File: src/rtl/ex_mem_loader.sv
`default_nettype none
// +----------------------------------------------------------------------------+
// | Module      : ex_mem_loader                                                |
// | Description : Initiator for the datapath external memory-load interface.   |
// |               Takes a 32-bit word stream, packs the words per destination  |
// |               memory into {Data1,Data2} pairs and presents each pair       |
// |               atomically at an 8-byte-aligned address while the core is    |
// |               held in load mode. Releases enable_load_ex_mem once the      |
// |               session completes so the core starts fetching from PC=0.     |
// | Ports       : clk, reset (sync, active-low)                                |
// |               start                - begin a load session (IDLE only)      |
// |               s_valid/s_ready/s_data/s_dest/s_last - word stream           |
// |                                      (s_dest 0 = inst mem, 1 = data mem)   |
// |               enable_load_ex_mem   - holds core in load mode               |
// |               InstExMemAddress/Data1/Data2 - instruction pair port         |
// |               DataExMemAddress/Data1/Data2 - data pair port                |
// |               busy, done (1-cycle pulse), ovf (sticky address wrap)        |
// | Options     : LOADER_CHECKSUM_EN adds output checksum, the modulo-2^DATA_W |
// |               sum of every accepted stream word.                           |
// | Revision    : 1.0 - initial release                                        |
// +----------------------------------------------------------------------------+
module ex_mem_loader #(
   parameter int ADDR_W      = 9,
   parameter int DATA_W      = 32,
   parameter int HOLD_CYCLES = 2
) (
   input  logic              clk,
   input  logic              reset,
   input  logic              start,
   input  logic              s_valid,
   output logic              s_ready,
   input  logic [DATA_W-1:0] s_data,
   input  logic              s_dest,
   input  logic              s_last,
   output logic              enable_load_ex_mem,
   output logic [ADDR_W-1:0] InstExMemAddress,
   output logic [DATA_W-1:0] InstExMemData1,
   output logic [DATA_W-1:0] InstExMemData2,
   output logic [ADDR_W-1:0] DataExMemAddress,
   output logic [DATA_W-1:0] DataExMemData1,
   output logic [DATA_W-1:0] DataExMemData2,
   output logic              busy,
   output logic              done,
`ifdef LOADER_CHECKSUM_EN
   output logic              ovf,
   output logic [DATA_W-1:0] checksum
`else
   output logic              ovf
`endif
);

   localparam int                c_hold_w    = (HOLD_CYCLES > 1) ? $clog2(HOLD_CYCLES) : 1;
   localparam logic [c_hold_w-1:0] c_hold_last = c_hold_w'(HOLD_CYCLES - 1);
   localparam logic [c_hold_w-1:0] c_hold_one  = c_hold_w'(1);
   // Last 8-byte slot before the address counter wraps to 0.
   localparam logic [ADDR_W-1:0] c_wrap_addr = {{(ADDR_W-3){1'b1}}, 3'b000};
   localparam logic [ADDR_W-1:0] c_pair_step = ADDR_W'(8);

   typedef enum logic [2:0] {
      ST_IDLE  = 3'd0,
      ST_LOAD  = 3'd1,
      ST_FLUSH = 3'd2,
      ST_HOLD  = 3'd3,
      ST_DONE  = 3'd4
   } state_t;

   state_t              r_state;
   state_t              w_state_next;
   logic [c_hold_w-1:0] r_hold_cnt;
   logic                r_ovf;
   logic                w_go;
   logic                w_flush;
   logic                w_accept;

   logic [1:0][ADDR_W-1:0] w_pair_addr;
   logic [1:0][DATA_W-1:0] w_pair_lo;
   logic [1:0][DATA_W-1:0] w_pair_hi;
   logic [1:0]             w_wrap_hit;

   // ------------------------------------------------------------------
   // Control FSM
   // ------------------------------------------------------------------
   always_ff @(posedge clk) begin
      if (!reset) begin
         r_state <= ST_IDLE;
      end else begin
         r_state <= w_state_next;
      end
   end

   always_comb begin
      w_state_next       = r_state;
      s_ready            = 1'b0;
      enable_load_ex_mem = 1'b0;
      busy               = 1'b0;
      done               = 1'b0;
      w_go               = 1'b0;
      w_flush            = 1'b0;
      case (r_state)
         ST_IDLE: begin
            if (start) begin
               w_go         = 1'b1;
               w_state_next = ST_LOAD;
            end
         end
         ST_LOAD: begin
            s_ready            = 1'b1;
            enable_load_ex_mem = 1'b1;
            busy               = 1'b1;
            if (s_valid && s_last) begin
               w_state_next = ST_FLUSH;
            end
         end
         ST_FLUSH: begin
            enable_load_ex_mem = 1'b1;
            busy               = 1'b1;
            w_flush            = 1'b1;
            w_state_next       = ST_HOLD;
         end
         ST_HOLD: begin
            enable_load_ex_mem = 1'b1;
            busy               = 1'b1;
            if (r_hold_cnt == c_hold_last) begin
               w_state_next = ST_DONE;
            end
         end
         ST_DONE: begin
            done         = 1'b1;
            w_state_next = ST_IDLE;
         end
         default: begin
            w_state_next = ST_IDLE;
         end
      endcase
   end

   assign w_accept = s_valid && s_ready;

   // Counts cycles spent in HOLD; restarts whenever the FSM is elsewhere.
   always_ff @(posedge clk) begin
      if (!reset || (r_state != ST_HOLD)) begin
         r_hold_cnt <= '0;
      end else begin
         r_hold_cnt <= r_hold_cnt + c_hold_one;
      end
   end

   // ------------------------------------------------------------------
   // Per-port pair packers: index 0 = instruction memory, 1 = data memory
   // ------------------------------------------------------------------
   for (genvar gi = 0; gi < 2; gi++) begin : g_port
      localparam logic c_dest = 1'(gi);

      logic [DATA_W-1:0] r_low;
      logic              r_pend;
      logic [ADDR_W-1:0] r_cnt;
      logic [ADDR_W-1:0] r_addr;
      logic [DATA_W-1:0] r_d1;
      logic [DATA_W-1:0] r_d2;
      logic              w_sel;
      logic              w_store;
      logic              w_commit;
      logic [DATA_W-1:0] w_hi;

      assign w_sel    = w_accept && (s_dest == c_dest);
      assign w_store  = w_sel && !r_pend;
      // A pending low word commits either with its partner or, at the end
      // of the session, padded with a zero high word.
      assign w_commit = (w_sel || w_flush) && r_pend;
      assign w_hi     = w_flush ? '0 : s_data;

      always_ff @(posedge clk) begin
         if (!reset || w_go) begin
            r_low  <= '0;
            r_pend <= 1'b0;
            r_cnt  <= '0;
            r_addr <= '0;
            r_d1   <= '0;
            r_d2   <= '0;
         end else begin
            if (w_store) begin
               r_low  <= s_data;
               r_pend <= 1'b1;
            end
            // Address and both data words move together so the memory
            // never sees a half-updated pair.
            if (w_commit) begin
               r_addr <= r_cnt;
               r_d1   <= r_low;
               r_d2   <= w_hi;
               r_cnt  <= r_cnt + c_pair_step;
               r_pend <= 1'b0;
            end
         end
      end

      assign w_pair_addr[gi] = r_addr;
      assign w_pair_lo[gi]   = r_d1;
      assign w_pair_hi[gi]   = r_d2;
      assign w_wrap_hit[gi]  = w_commit && (r_cnt == c_wrap_addr);
   end

   assign InstExMemAddress = w_pair_addr[0];
   assign InstExMemData1   = w_pair_lo[0];
   assign InstExMemData2   = w_pair_hi[0];
   assign DataExMemAddress = w_pair_addr[1];
   assign DataExMemData1   = w_pair_lo[1];
   assign DataExMemData2   = w_pair_hi[1];

   // Sticky wrap flag, cleared only by reset or a new session.
   always_ff @(posedge clk) begin
      if (!reset || w_go) begin
         r_ovf <= 1'b0;
      end else if (|w_wrap_hit) begin
         r_ovf <= 1'b1;
      end
   end

   assign ovf = r_ovf;

`ifdef LOADER_CHECKSUM_EN
   logic [DATA_W-1:0] r_checksum;

   always_ff @(posedge clk) begin
      if (!reset || w_go) begin
         r_checksum <= '0;
      end else if (w_accept) begin
         r_checksum <= r_checksum + s_data;
      end
   end

   assign checksum = r_checksum;
`else
   // Checksum accumulator not built in this configuration.
`endif

endmodule
`default_nettype wire

File: config.mk
export PLATFORM = sky130hd
export DESIGN_NAME = ex_mem_loader
export DESIGN_NICKNAME = d
export VERILOG_FILES = /design/src/rtl/ex_mem_loader.sv
export SDC_FILE = /design/constraint.sdc
export NUM_CORES = 1
export LEC_CHECK = 0
export CORE_MARGIN = 2
export CORE_UTILIZATION = 50
export DETAILED_ROUTE_END_ITERATION = 10
export GPL_TIMING_DRIVEN = 0
export HOLD_SLACK_MARGIN = 0.08
export PLACE_DENSITY_LB_ADDON = 0.05
export SKIP_LAST_GASP = 1
export SLEW_MARGIN = 20
export SYNTH_ARGS = -nofsm -noshare
export SYNTH_HDL_FRONTEND = slang
export SYNTH_SLANG_ARGS = --single-unit
File: constraint.sdc
create_clock -name clk -period 1.7 [get_ports clk]
set_input_delay 0.34 -clock clk [delete_from_list [all_inputs] [get_ports clk]]
set_output_delay 0.34 -clock clk [all_outputs]
set_load 0.01 [all_outputs]
==> results of run 1 <==
-- state kept, by name (all words and copies together) (netlist names) --
signal / cells
g_port.r_pend: 2
DataExMemData1: 32
DataExMemAddress: 6
g_port.r_low: 64
ovf: 1
r_hold_cnt: 1
r_state: 3
InstExMemData2: 32
InstExMemData1: 32
DataExMemData2: 32
InstExMemAddress: 6
g_port.r_cnt: 12
-- cell families (layout without fill, tap and decap cells) --
kind of cell	Yosys count	after routing	share of synthesized area [%]
AOI/OAI and AO/OA	236	236	15.4
and+or+nand+nor	455	455	23.0
buffers and inverters	92	354	6.06
other	1	6	0.0455
DFF	223	223	54.2
adders and majority gates	2	2	0.304
xor gates and xnor gates	9	9	0.957
-- critical path, cell delays in order (launching register included) --
cell and delay (ns):
dfxtp_2 0.34, buf_6 0.11, or3b_4 0.40, inv_2 0.07, buf_6 0.09
-- layer usage --
layer | global-route usage (%) | vias up | routed length (µm)
met1 | 36.8 | 3837 | 11300
met3 | 4.73 | 69 | 1990
met2 | 44.2 | 302 | 12400
li1 | - | 3883 | -
met4 | 8.48 | 0 | 877
met5 | 0 | - | 0
-- power by group --
part           total, mW  switching [mW]  internal, mW
combinational      0.913           0.541         0.372
sequential          5.29          0.0289          5.26
clock               5.13            2.04          3.09
-- cell usage in the layout, fill, tap and decap left out, types with 3 or more instances in the layout --
| cell | Yosys | routed |
|---|---|---|
| clkdlybuf4s50_1 | 0 | 37 |
| nand3_1 | 66 | 36 |
| nor2_4 | 0 | 3 |
| clkbuf_16 | 0 | 33 |
| conb_1 | 1 | 6 |
| buf_4 | 20 | 37 |
| dfxtp_1 | 223 | 220 |
| a21oi_2 | 0 | 54 |
| a21oi_1 | 210 | 156 |
| dlymetal6s2s_1 | 0 | 11 |
| o2111ai_1 | 4 | 4 |
| buf_12 | 0 | 6 |
| dlygate4sd2_1 | 0 | 130 |
| o21ai_0 | 4 | 4 |
| nand3_2 | 0 | 23 |
| nor2b_4 | 1 | 3 |
| nand2_2 | 0 | 14 |
| o211ai_1 | 4 | 4 |
| and4b_1 | 3 | 3 |
| bufinv_16 | 0 | 3 |
| clkbuf_4 | 0 | 22 |
| xor2_1 | 7 | 7 |
| nand3_4 | 0 | 7 |
| nand2_4 | 0 | 15 |
| buf_8 | 0 | 12 |
| buf_2 | 27 | 9 |
| nor2_1 | 13 | 10 |
| nand2_1 | 350 | 321 |
| a31oi_1 | 4 | 4 |
| buf_6 | 6 | 27 |
| clkbuf_2 | 0 | 4 |
| inv_1 | 4 | 3 |
| and2_1 | 4 | 3 |
| clkbuf_1 | 26 | 11 |
| clkbuf_8 | 0 | 4 |
-- worst min path at each step --
stage / startpoint / endpoint / slack [ns] / depth (start not counted)
final: DataExMemData2[26] / DataExMemData2[26] / 0.45 / 2
after global routing: DataExMemData1[4] / DataExMemData1[4] / 0.47 / 2
after CTS: InstExMemAddress[7] / InstExMemAddress[7] / 0.45 / 2
after detailed placement: g_port[0].r_low[2] / InstExMemData1[2] / 0.44 / 2
after global placement: g_port[0].r_low[1] / InstExMemData1[1] / 0.44 / 2
after floorplan: g_port[1].r_low[0] / DataExMemData1[0] / 0.43 / 2
-- per-stage QoR --
stage / cell area [µm²] / power [mW] / TNS [ns] / hold slack [ns]
global placement: 10300 / 6.05 / -115.61 / 0.441
global route: 12500 / 11.6 / -6.49 / 0.466
CTS: 11300 / 11.2 / -0.393 / 0.453
detailed placement: 10300 / 6.05 / -119.93 / 0.444
finish: 12500 / 11.3 / -2.09 / 0.450
floorplan: 8260 / 5.75 / 0 / 0.432
-- layout make-up --
type	instances	area, µm²	area share, %
Tap cell	216	270	2.17
Timing Repair Buffer	222	2200	17.6
Inverter	4	15.0	0.120
Sequential cell	223	4470	35.8
Multi-Input combinational cell	708	3920	31.4
Clock buffer	33	643	5.15
Buffer	88	836	6.70
Clock inverter	7	124	0.992
-- timing repair --
action,4_1_cts,5_1_grt
endpoints found under the setup margin,351,230
cloned,4,12
buffers inserted,14,10
pin swaps,4,19
gates resized for setup,223,258
==> results.cfg, run 1 <==
[clock_tree]
worst_setup_hold_path_clk_slew_ns = 0.06
worstSkewPairLatency_ns = 0.50
cts_made_buffers = 23
h-tree-depth = 1
cts-root-to-sink-buffers = 3
cts_hold_buffers = 0
cts_tree = yes
cts_root_cell = clkbuf_16
clock_sink_count = 223

[worst_hold_path]
hold_path.class = reg -> reg

[synth]
synth_top_cell_area_share_pct = 54.2
synth_edf_count = 0
ys_top_cells_by_area = dfxtp_1 54%, nand2_1 16%, a21oi_1 13%, nand3_1 4.0%, buf_4 1.8%
synth_common_cells = 350 x nand2_1, 223 x dfxtp_1, 210 x a21oi_1, 66 x nand3_1, 27 x buf_2
synth_flop_cell = dfxtp_1
ys_ff_latch = 223
yosysSeqAreaShare_pct = 54.2
share_of_synthesized_flip_flops_with_an_asynchronous_set_or_reset_pct = 0
post-synth-top-count-cell = nand2_1
netlist.top_cell.by_area = dfxtp_1
synth_cell_types = 41
syn-cell-area_mm2 = 0.00824
post_synth_inst_count = 1018
yosysWarningCount = 0
syn-mean-instance-area_um2 = 8.09

[sta]
final.setup_skew_ns = 0.0114
post-route-min-period_ns = 1.84
finalSetupViolations = 58
grt_setup_unrepaired = true
report.final.slew_viol_count = 0
final_hold_viol_count = 0
achievable_freq_ghz = 0.543
final.period_utilization_pct = 108
postLayoutSetupSlackWorst_ns = -0.142

[placement]
place.gp.congestion = 0.876
place_inst = 1421
io_buffers = 182
dp_slack_ns = -0.677
hpwl_detailed_um = 17100

[worst_setup_path]
worst-endpoint-required_ns = 1.36
path_class = reg -> out
worst_setup_path_startpoint = r_state[0]
crit_path_max_fanout = 4
start_kind = flop
rrSetupSlack_ns = -0.09
r2r_start = r_state[0]
worst-r2r-cell-count = 8
worst_r2r_endpoint = g_port[1].r_low[15]
setup.worst_path.end = s_ready
cp.arrival_ns = 1.50
end_kind = output port

[grt]
pin_count_of_the_biggest_net_entering_global_routing = 15
grt_first_pass_wirelength_um = 38400
antenna_found_initial = 0
globalRouteOverflowTotal = 0
groute.usage.overall_pct = 27.1
grt_pass1_vias = 7350

[final_layout]
share_of_layout_cells_above_drive_strength_1_pct = 22.8
final_cells = 1501
syn_to_final_growth_pct = 51.5
final.fill_count = 1180
antenna-diode-count = 0
finalCoreUtilization_pct = 78.0
finish.net_count = 1310

[detailed_routing]
detail_route.wl_per_cell_um = 17.7
dr_vias_cell = 5.39
drt-total-wl_um = 26500
detail-route-antenna-nets = 0
via_count = 8091
drtPass1Iterations = 5
drc = 0
first_iter_violations = 439

[pwr]
leakage_nw = 5.24
power-per-cell-area_mw_per_mm2 = 908
peak_ir_drop_on_the_vdd_network_v = 0.000661

[die]
initial_utilization_pct = 51.5
die_width_um = 132
floorplan.die_area_mm2 = 0.0175
top_level_port_count = 189
fp.dieH_um = 132
rows = 46
core_region_area_mm2 = 0.0160

[status]
status = finished, violations left
failed_checks = setup timing

[run]
max_capacitance_violation_total = 0
Note: power is estimated with default switching activity, not from simulation.
==> inputs of run 2 (changes only) <==
--- a/config.mk
+++ b/config.mk
@@ -5,11 +5,12 @@
 export SDC_FILE = /design/constraint.sdc
 export NUM_CORES = 1
 export LEC_CHECK = 0
+export CAP_MARGIN = 20
 export CORE_MARGIN = 2
 export CORE_UTILIZATION = 50
 export DETAILED_ROUTE_END_ITERATION = 10
 export GPL_TIMING_DRIVEN = 0
-export HOLD_SLACK_MARGIN = 0.08
+export HOLD_SLACK_MARGIN = 0.05
 export PLACE_DENSITY_LB_ADDON = 0.05
 export SKIP_LAST_GASP = 1
 export SLEW_MARGIN = 20
==> constraint.sdc (replaced) <==
create_clock -name clk -period 1.74 [get_ports clk]
set_input_delay 0.348 -clock clk [delete_from_list [all_inputs] [get_ports clk]]
set_output_delay 0.348 -clock clk [all_outputs]
set_load 0.01 [all_outputs]
==> run 2 against run 1 <==
Against the previous run: the run still ends with setup timing left; sequential power down 2%; total power is 3.6% lower; cell count fell by 1.3%; critical endpoint unchanged; clock skew fell by 0.0021 ns; highest routed layer unchanged; combinational power fell by 15%; critical path depth did not move; non-clock buffer count shrank 19.
==> results.cfg, run 2 (synthesized netlist as in run 1, its figures left out) <==
[worst_setup_path]
cp.arrival_ns = 1.47
end_kind = output port
crit_path_max_fanout = 4
worst_setup_path_startpoint = r_state[0]
worst-endpoint-required_ns = 1.39
path_class = reg -> out
setup.worst_path.end = s_ready
worst_r2r_endpoint = InstExMemData2[5]
r2r_start = r_state[0]
rrSetupSlack_ns = 0.03
start_kind = flop
worst-r2r-cell-count = 5

[sta]
final.period_utilization_pct = 105
report.final.slew_viol_count = 0
grt_setup_unrepaired = true
postLayoutSetupSlackWorst_ns = -0.0787
setup-tns-final_ns = -0.211
hold-worst-slack_ns = 0.450
final_hold_viol_count = 0
achievable_freq_ghz = 0.550
post-route-min-period_ns = 1.82
finalSetupViolations = 3
final.setup_skew_ns = 0.00928

[grt]
pin_count_of_the_biggest_net_entering_global_routing = 15
grt_pass1_vias = 7315
grt_first_pass_wirelength_um = 38000
antenna_found_initial = 0
globalRouteOverflowTotal = 0
groute.usage.overall_pct = 26.8

[pwr]
total_power_mw = 10.9
leakage_nw = 5.12
peak_ir_drop_on_the_vdd_network_v = 0.000673
power-per-cell-area_mw_per_mm2 = 933

[final_layout]
share_of_layout_cells_above_drive_strength_1_pct = 13.1
layout.cells.most_common_list = 350 x nand2_1, 220 x dfxtp_1, 206 x a21oi_1, 69 x clkdlybuf4s50_1, 64 x nand3_1
max_reg_flops = 64
finish.net_count = 1291
post-route-cell-area_mm2 = 0.0117
antenna-diode-count = 0
commonest_non_fill_non_tap_cell_in_the_layout = nand2_1
max_flop_register = g_port.r_low
syn_to_final_growth_pct = 42.2
final.fill_count = 1321

[detailed_routing]
detail-route-antenna-nets = 0
detail_route.wl_per_cell_um = 16.8
dr_vias_cell = 5.28
drtPass1Iterations = 5
first_iter_violations = 493
via_count = 7832
drc = 0
drt-total-wl_um = 24900

[placement]
io_buffers = 182
hpwl_detailed_um = 17100
place.gp.congestion = 0.876
dpl_cell_area_mm2 = 0.0103

[die]
top_level_port_count = 189
initial_utilization_pct = 51.5
fp.dieH_um = 132
rows = 46
core_region_area_mm2 = 0.0160
floorplan.die_area_mm2 = 0.0175
die_width_um = 132

[clock_tree]
cts-root-to-sink-buffers = 3
cts_tree = yes
worstSkewPairLatency_ns = 0.50
worst_setup_hold_path_clk_slew_ns = 0.06
clock_sink_count = 223
cts_root_cell = clkbuf_16
h-tree-depth = 1
cts_made_buffers = 23
cts_hold_buffers = 0

[worst_hold_path]
hold_path.class = reg -> reg

[run]
max_capacitance_violation_total = 0

[status]
status = finished, violations left
failed_checks = setup timing
-- run 2: cell count changes in the layout (fill, tap and decap cells not counted), moves of 8 or more --
cell / change
nand2_1: +29
nand3_2: -22
clkdlybuf4s50_1: +32
nand2_4: -15
buf_4: -8
nand3_1: +28
a21oi_2: -50
dlygate4sd2_1: -67
dlymetal6s2s_1: +35
nand2_2: -14
a21oi_1: +50
clkbuf_4: -9
clkbuf_2: +9
-- run 2: report_power, final --
group	internal [mW]	total (mW)	switching (mW)	leakage, nW
Combinational	0.310	0.777	0.467	2.95
Clock	3.02	4.99	1.97	0.371
Sequential	5.14	5.17	0.0241	1.80
-- run 2: per-stage QoR --
stage	utilization [%]	worst slack [ns]	cells
after CTS	70.6	-0.0899	1476
after floorplan	-	0.220	1023
after detailed placement	64.7	-0.645	1421
final	73.2	-0.0787	1482
after global routing	73.2	-0.130	1482
after global placement	64.7	-0.618	1421
-- run 2: per-layer routing --
layer / GRT usage, % / vias up / wire length (µm)
met2: 43.6 / 308 / 11700
met4: 8.66 / 0 / 555
li1: - / 3816 / -
met3: 5.07 / 40 / 1970
met5: 0 / - / 0
met1: 36.2 / 3668 / 10700
-- run 2: final cells by class --
cell class / instances / area (µm²) / share of cell area (%)
plain buffers: 88 / 727 / 6.21
clock buffers: 33 / 643 / 5.49
clock inverters: 7 / 124 / 1.06
inverters: 4 / 15.0 / 0.128
multi-input cells: 708 / 3380 / 28.9
flip-flops and latches: 223 / 4470 / 38.2
well taps: 216 / 270 / 2.31
repair buffers: 203 / 2080 / 17.8
-- run 2: worst max-delay path, cell delays in order, from the launching register on --
cell	delay, ns
dfxtp_2	0.33
buf_6	0.10
or3b_4	0.38
inv_2	0.06
buf_6	0.09
-- run 2: repair_timing --
item	4_1_cts	5_1_grt
setup buffers	14	3
setup endpoints to repair	275	245
gates cloned	1	3
resized for setup	139	127
pin swaps	4	2
-- run 2: worst min-delay path by stage --
stage	slack (ns)	cells past startpoint	start	end
floorplan	0.43	2	g_port[1].r_low[0]	DataExMemData1[0]
global placement	0.44	2	g_port[0].r_low[1]	InstExMemData1[1]
detailed placement	0.44	2	g_port[0].r_low[2]	InstExMemData1[2]
CTS	0.45	2	DataExMemData2[17]	DataExMemData2[17]
global route	0.47	2	g_port[1].r_low[15]	g_port[1].r_low[15]
finish	0.45	2	DataExMemData2[17]	DataExMemData2[17]
==> inputs of run 3 (changes only) <==
--- a/config.mk
+++ b/config.mk
@@ -11,6 +11,7 @@
 export DETAILED_ROUTE_END_ITERATION = 10
 export GPL_TIMING_DRIVEN = 0
 export HOLD_SLACK_MARGIN = 0.05
+export MAX_ROUTING_LAYER = met4
 export PLACE_DENSITY_LB_ADDON = 0.05
 export SKIP_LAST_GASP = 1
 export SLEW_MARGIN = 20
==> run 3 against run 2 <==
Against the previous run: total power about the same; the run still ends with setup timing left; clock skew rose by 0.0062 ns; sequential share of layout area is essentially flat; highest routed layer unchanged; global-route usage up 0.82 points; combinational power barely moved; maximum frequency about the same.
==> results.cfg, run 3 (synthesized netlist as in run 1, its figures left out) <==
[final_layout]
max_reg_flops = 64
antenna-diode-count = 0
finish.net_count = 1292
finalCoreUtilization_pct = 73.2
share_of_layout_cells_above_drive_strength_1_pct = 13.3
syn_to_final_growth_pct = 42.3
max_flop_register = g_port.r_low
post-route-cell-area_mm2 = 0.0117
layout.cells.most_common_list = 350 x nand2_1, 220 x dfxtp_1, 205 x a21oi_1, 69 x clkdlybuf4s50_1, 64 x nand3_1
commonest_non_fill_non_tap_cell_in_the_layout = nand2_1

[status]
status = finished, violations left
failed_checks = setup timing

[worst_setup_path]
worst-endpoint-required_ns = 1.39
worst-r2r-cell-count = 8
end_kind = output port
cp.arrival_ns = 1.47
crit_path_max_fanout = 4
path_class = reg -> out
rrSetupSlack_ns = 0.04
r2r_start = r_state[0]
start_kind = flop
worst_r2r_endpoint = g_port[0].r_low[28]

[clock_tree]
clock_sink_count = 223
cts_root_cell = clkbuf_16
h-tree-depth = 1
worst_setup_hold_path_clk_slew_ns = 0.06
cts_made_buffers = 23
cts_tree = yes
cts-root-to-sink-buffers = 3
worstSkewPairLatency_ns = 0.50

[die]
die_width_um = 132
initial_utilization_pct = 51.5
rows = 46
core_region_area_mm2 = 0.0160
fp.dieH_um = 132
top_level_port_count = 189
floorplan.die_area_mm2 = 0.0175

[sta]
final.period_utilization_pct = 105
achievable_freq_ghz = 0.549
final.setup_skew_ns = 0.0155
final_hold_viol_count = 0
finalSetupViolations = 3
post-route-min-period_ns = 1.82
grt_setup_unrepaired = true
hold-worst-slack_ns = 0.448
report.final.slew_viol_count = 0
postLayoutSetupSlackWorst_ns = -0.0802

[detailed_routing]
detail_route.wl_per_cell_um = 16.8
via_count = 7819
first_iter_violations = 524
drtPass1Iterations = 6
dr_vias_cell = 5.27
drt-total-wl_um = 24900
drc = 0
detail-route-antenna-nets = 0

[pwr]
peak_ir_drop_on_the_vdd_network_v = 0.000683
leakage_nw = 5.13
total_power_mw = 10.9
power-per-cell-area_mw_per_mm2 = 933

[placement]
hpwl_detailed_um = 17100
dpl_cell_area_mm2 = 0.0103
dp_slack_ns = -0.645
io_buffers = 182
place.gp.congestion = 0.891

[grt]
grt_pass1_vias = 7313
pin_count_of_the_biggest_net_entering_global_routing = 15
grt_first_pass_wirelength_um = 38000
groute.usage.overall_pct = 27.6
antenna_found_initial = 0
globalRouteOverflowTotal = 0

[worst_hold_path]
hold_path.class = reg -> reg
min-delay-start = g_port[0].r_low[4]
worst_hold_path.endpoint = InstExMemData1[4]
min_path_cells = 2

[run]
max_capacitance_violation_total = 0
[run 3: cell count changes in the layout (fill, tap and decap cells not counted), sizes merged]
cell and delta:
buf +1
[run 3: worst max-delay path, stage by stage, from the launching register on]
cell     delay, ns
dfxtp_2       0.34
buf_6         0.10
or3b_4        0.38
inv_2         0.06
buf_6         0.09
[run 3: how the worst max path moves through the flow]
stage	start	end	cells after the start	slack [ns]
after floorplan	r_state[0]	enable_load_ex_mem	5	0.22
after global placement	start	DataExMemData1[6]	6	-0.62
after detailed placement	start	g_port[0].r_low[20]	6	-0.64
after CTS	r_state[0]	s_ready	4	-0.09
after global routing	r_state[0]	enable_load_ex_mem	6	-0.13
final	r_state[0]	s_ready	4	-0.08
[run 3: through the flow]
step | TNS, ns | std cells
6_report | -0.208 | 1483
5_1_grt | -0.599 | 1483
4_1_cts | -0.161 | 1476
3_5_place_dp | -112.79 | 1421
3_3_place_gp | -108.47 | 1421
2_1_floorplan | 0 | 1023
[run 3: repair_timing]
| item | in CTS | in global routing |
|---|---|---|
| setup buffers | 14 | 3 |
| pin swaps | 4 | 2 |
| setup endpoints to repair | 275 | 244 |
| cloned | 1 | 4 |
| hold buffers | 0 | 0 |
| endpoints found under the hold margin | 0 | 0 |
| gates resized for setup | 139 | 126 |
[run 3: power breakdown]
| part | switching (mW) | internal [mW] |
|---|---|---|
| clock | 1.97 | 3.02 |
| combinational | 0.466 | 0.311 |
| sequential | 0.0241 | 5.14 |
| total | 2.46 | 8.47 |
[run 3: area by class of cell]
type / instances / area (µm²)
inverter: 4 / 15.0
sequential: 223 / 4470
multi-input combinational: 708 / 3390
clock inverter: 7 / 124
buffer: 88 / 719
fill: 1329 / 4280
tap: 216 / 270
clock buffer: 33 / 643
timing repair buffer: 204 / 2090
[run 3: per-layer routing]
| metal | track usage [%] | up-vias | wire length [µm] |
|---|---|---|---|
| met4 | 8.48 | 0 | 561 |
| met3 | 4.81 | 44 | 1870 |
| met2 | 43.8 | 284 | 11700 |
| met5 | - | - | 0 |
| met1 | 36.2 | 3669 | 10800 |
| li1 | - | 3822 | - |
==> variant 1: new RTL, flow settings as in run 2 <==
Re-encode `state_t` (5 states) as one-hot, 5 bits wide.
--- a/src/rtl/ex_mem_loader.sv
+++ b/src/rtl/ex_mem_loader.sv
@@ -56,12 +56,12 @@
    localparam logic [ADDR_W-1:0] c_wrap_addr = {{(ADDR_W-3){1'b1}}, 3'b000};
    localparam logic [ADDR_W-1:0] c_pair_step = ADDR_W'(8);
 
-   typedef enum logic [2:0] {
-      ST_IDLE  = 3'd0,
-      ST_LOAD  = 3'd1,
-      ST_FLUSH = 3'd2,
-      ST_HOLD  = 3'd3,
-      ST_DONE  = 3'd4
+   typedef enum logic [4:0] {
+      ST_IDLE  = 5'b00001,
+      ST_LOAD  = 5'b00010,
+      ST_FLUSH = 5'b00100,
+      ST_HOLD  = 5'b01000,
+      ST_DONE  = 5'b10000
    } state_t;
 
    state_t              r_state;
Behaviour: same outputs for any inputs over 4 cycles, from zero or initial values and one cycle with reset low; so few cycles prove little.
==> variant 1 against run 2 <==
Via count increased by 13%. Sequential cell count grew 2. The run still ends with setup timing left. Final cell count is 3.4% higher. Routed wire length rose by 25%. Synthesized area decreased by 1.7%. Register-to-register slack got worse by 490 ps. Critical path type is now reg2reg. Core utilization grew 10 points. Worst setup slack got worse by 380 ps. Die area fell by 1.7%. Largest cell class unchanged. Final area increased by 13%.
Power is not compared: it rests on default switching activity, and its combinational part moved more than twofold at a synthesized area within 25%.
==> variant 1: results (changes against run 2) <==
Drt
  • Wire per inst: 20.4 um (was 16.8 um)
  • Met3 wire len: 2870 um (was 1970 um)
  • DRT met1 WL: 12000 um (was 10700 um)
  • Routed wl met2: 14600 um (was 11700 um)
  • First-pass DRT Iterations: 6 (was 5)
  • Initial DRC count: 794 (was 493)
  • Routed WL: 31200 um (was 24900 um)

Final layout
  • Nets: 1342 (was 1291)
  • Flip-flop and latch area: 0.00452 mm2 (was 0.00447 mm2)
  • Multi-input gate count: 714 (was 708)
  • Signal buf overhead: 0.279 (was 0.240)
  • Non-CTS buffers: 335 (was 291)
  • Layout cell share with drive strength beyond 1: 0.274 (was 0.131)
  • Number of clock buffers in the layout: 35 (was 33)
  • ClkCell Share: 0.0515 (was 0.0655)
  • Area occupied by multi-input gates: 0.00410 mm2 (was 0.00338 mm2)
  • Inverter count: 3 (was 4)
  • Fillers: 920 (was 1321)
  • Seq Cell Count: 225 (was 223)

Timing
  • Clock skew: 12.2 ps (was 9.28 ps)
  • Final Setup Violations: 254 (was 3)
  • Slack of the critical path: -460 ps (was -78.7 ps)
  • Setup TNS: -61680 ps (was -211 ps)

Global routing
  • Vias in the first global route: 7971 (was 7315)
  • Met2 usage: 0.509 (was 0.436)
  • Met1 Resource Use GR: 0.410 (was 0.362)
  • Largest net degree at the start of global routing: 14 (was 15)
  • GRT Overall Usage: 0.312 (was 0.268)
  • Met3 usage: 0.0598 (was 0.0507)

Outcome
  • Failing checks: setup timing (unchanged)
  • Outcome: finished with violations (unchanged)

CTS
  • Post-CTS Setup Repair Bufs: 43 (was 14)
  • Post-CTS Resized: 227 (was 139)

Critical path
  • Max FO, Critical Path: 10 (was 4)
  • Critical Path AT: 2640 ps (was 1470 ps)

Synth
  • Commonest cells in the netlist: nand2_1, dfxtp_1, a21oi_1 (unchanged)
  • Syn Inst Count: 1022 (was 1018)
  • Synth unique cells: 38 (was 41)
  • Largest cells by area after synthesis: dfxtp_1, nand2_1, a21oi_1 (unchanged)

Place
  • DP HPWL: 16900 um (was 17100 um)
  • Placer Congestion: 0.857 (was 0.876)
  • Cells after DPL: 1425 (was 1421)

Min path
  • Hold path depth: 3 (was 2)
-- variant 1: worst paths after layout --
path              slack [ps]               startpoint                               to
setup / recovery        -460  r_state[1]$_SDFFE_PN0P_  InstExMemData2[17]$_SDFFE_PP0P_
hold / removal           330                  s_valid          r_state[3]$_SDFFE_PN0P_
setup reg to reg        -460  r_state[1]$_SDFFE_PN0P_  InstExMemData2[17]$_SDFFE_PP0P_
hold reg to reg          450    r_hold_cnt$_SDFF_PP0_            r_hold_cnt$_SDFF_PP0_
-- variant 1: cells by family after synthesis --
logic type | after synthesis | share of synthesized area
DFF | 225 | 0.556
buffers and inverters | 89 | 0.0476
xor gates and xnor gates | 7 | 0.00757
and+or+nand+nor | 465 | 0.236
adders and majority gates | 2 | 0.00309
other | 1 | 0.000463
AOI/OAI and AO/OA | 233 | 0.149
-- variant 1: worst max-delay path: stages (launching register included) --
cell and delay [ps]:
dfxtp_4 390, nor3_4 60, buf_4 140, nand3b_1 180, clkbuf_2 380, clkbuf_1 580, nand3_1 220, a21oi_1 190
==> variant 2: new RTL, settings of run 2 <==
Without the edit above. Build with the macro `LOADER_CHECKSUM_EN` defined.
--- a/src/rtl/ex_mem_loader.sv
+++ b/src/rtl/ex_mem_loader.sv
@@ -19,6 +19,8 @@
 // |               sum of every accepted stream word.                           |
 // | Revision    : 1.0 - initial release                                        |
 // +----------------------------------------------------------------------------+
+`define LOADER_CHECKSUM_EN
+
 module ex_mem_loader #(
    parameter int ADDR_W      = 9,
    parameter int DATA_W      = 32,
Function (old outputs only; new: checksum): kept (Yosys induction, for registers that start in step).
==> variant 2 against run 2 <==
The run still ends with setup timing left. Final area is 46% higher. Critical path depth increased by 7. Routed wire length increased by 67%. Total power is 30% higher. Synthesized cell count increased by 34%. Synthesized area grew 30%. Worst setup slack lost 660 ps. Sequential cell count grew 32. Non-clock buffer count grew 103. Critical path type is now reg2reg.
==> variant 2: results (changes against run 2) <==
Final layout
  • Layout cell share with drive strength beyond 1: 0.306 (was 0.131)
  • Nets: 1764 (was 1291)
  • Max reg flops: 64 (unchanged)
  • Fillers: 1298 (was 1321)

Timing
  • Setup TNS: -49420 ps (was -211 ps)
  • Clock skew: 16.5 ps (was 9.28 ps)
  • Final Hold Vio Count: 0 (unchanged)
  • Final Setup Violations: 249 (was 3)
  • Slack of the critical path: -737 ps (was -78.7 ps)
  • Slew Limit Headroom: 0.530

Min path
  • Hold Crit Class: in2reg (was reg2reg)
  • Worst hold path startpoint: s_data[24] (was DataExMemData2[17]$_SDFFE_PP0P_)
  • Hold path depth: 3 (was 2)

CTS
  • Inserted Clock Buffers: 28 (was 23)
  • Skew-Pair Late Insertion Delay: 570 ps (was 500 ps)
  • Clock Pin Slew Worst Setup and Hold Paths: 70 ps

Synth
  • Largest cells by area after synthesis: dfxtp_1, nand2_1, a21oi_1 (unchanged)
  • Commonest cells in the netlist: nand2_1, a21oi_1, dfxtp_1 (was nand2_1, dfxtp_1, a21oi_1)
  • Ys Warns: 0 (unchanged)
  • Synth unique cells: 58 (was 41)
  • Sequential share of the synthesized area: 0.477 (was 0.542)

Outcome
  • Outcome: finished with violations (unchanged)
  • Failing checks: setup timing (unchanged)

Global routing
  • GRT Overall Usage: 0.308 (was 0.268)
  • Vias in the first global route: 10200 (was 7315)
  • Largest net degree at the start of global routing: 16 (was 15)
  • First-pass GRT wire length: 54500 um (was 38000 um)

Place
  • Placer Congestion: 0.893 (was 0.876)
  • DP HPWL: 24900 um (was 17100 um)
  • Port Buffers: 214 (was 182)
  • DP Area: 0.0133 mm2 (was 0.0103 mm2)

Power and ir drop
  • Leakage: 7.30 nW (was 5.12 nW)
  • Worst VDD drop: 0.756 mV (was 0.673 mV)

Drt
  • Initial DRC count: 1070 (was 493)
  • Drt via density: 5.83 (was 5.28)
  • Wire per inst: 21.0 um (was 16.8 um)

Critical path
  • R2R depth: 11 (was 5)
  • Critical Path AT: 2910 ps (was 1470 ps)
  • Worst Setup SP: checksum[0]$_SDFFE_PP0N_ (was r_state[0]$_SDFFE_PN0P_)
## variant 2: area by class of cell
type                            instances  area [um2]  share of cell area
Clock inverter                         11         159             0.00928
Clock buffer                           41         840              0.0490
Inverter                                7        26.3             0.00153
Sequential cell                       255        5130               0.300
Tap cell                              275         344              0.0201
Multi-Input combinational cell       1006        6790               0.397
Timing Repair Buffer                  301        3000               0.175
Buffer                                 93         833              0.0487
## variant 2: kinds of logic after synthesis
kind of cell             after synthesis  share of synthesized area
buffers and inverters                108                     0.0439
multiplexers                           2                    0.00199
other                                  1                   0.000350
flip-flops                           255                      0.477
adder cells (fa/ha/maj)               34                     0.0404
XOR/XNOR                              33                     0.0270
AND/OR/NAND/NOR                      583                      0.229
AO/OA/AOI/OAI                        346                      0.181
## variant 2: what timing repair did
action                     in CTS  in global routing
cloned                          6                 19
pin swaps                      49                170
setup buffers                  44                 25
gates resized for setup       417                407
setup endpoints to repair     428                252
## variant 2: critical path, cell delays in order (launching register included)
cell and delay, ps:
dfxtp_4 350, ha_4 170, fa_2 400, a211oi_2 210, nor2_2 70, a31o_4 240
o41ai_4 220, buf_6 180, nor4_4 40, nor2_2 190, xor2_1 200, o21ai_1 70
## variant 2: worst paths after layout
kind	to	slack (ps)
hold reg to reg	DataExMemAddress[5]$_SDFFE_PP0P_	450
setup reg to reg	checksum[24]$_SDFFE_PP0N_	-740
hold / removal	g_port[0].r_low[24]$_SDFFE_PP0P_	270
setup / recovery	checksum[24]$_SDFFE_PP0N_	-740
## variant 2: where the power goes
group          switching, mW  internal (mW)  total (mW)
combinational           1.15          0.729        1.88
sequential            0.0828           5.92        6.00
clock                   2.56           3.80        6.36
total                   3.80           10.5        14.2
## variant 2: layer usage
layer | GRT usage | vias up | wire (um)
met5 | 0 | - | 0
li1 | - | 5267 | -
met3 | 0.0533 | 143 | 3890
met1 | 0.408 | 5510 | 16100
met2 | 0.505 | 684 | 19900
met4 | 0.113 | 0 | 1790
## variant 2: per-stage QoR
stage	setup slack, ps	instances	power [mW]	hold slack, ps	util
after floorplan	-542	1367	6.91	413	-
after CTS	-823	1953	13.8	297	0.727
after global placement	-1600	1856	7.46	429	0.635
final	-737	1989	14.2	267	0.814
after detailed placement	-1610	1856	7.47	431	0.635
after global routing	-803	1989	14.6	295	0.814
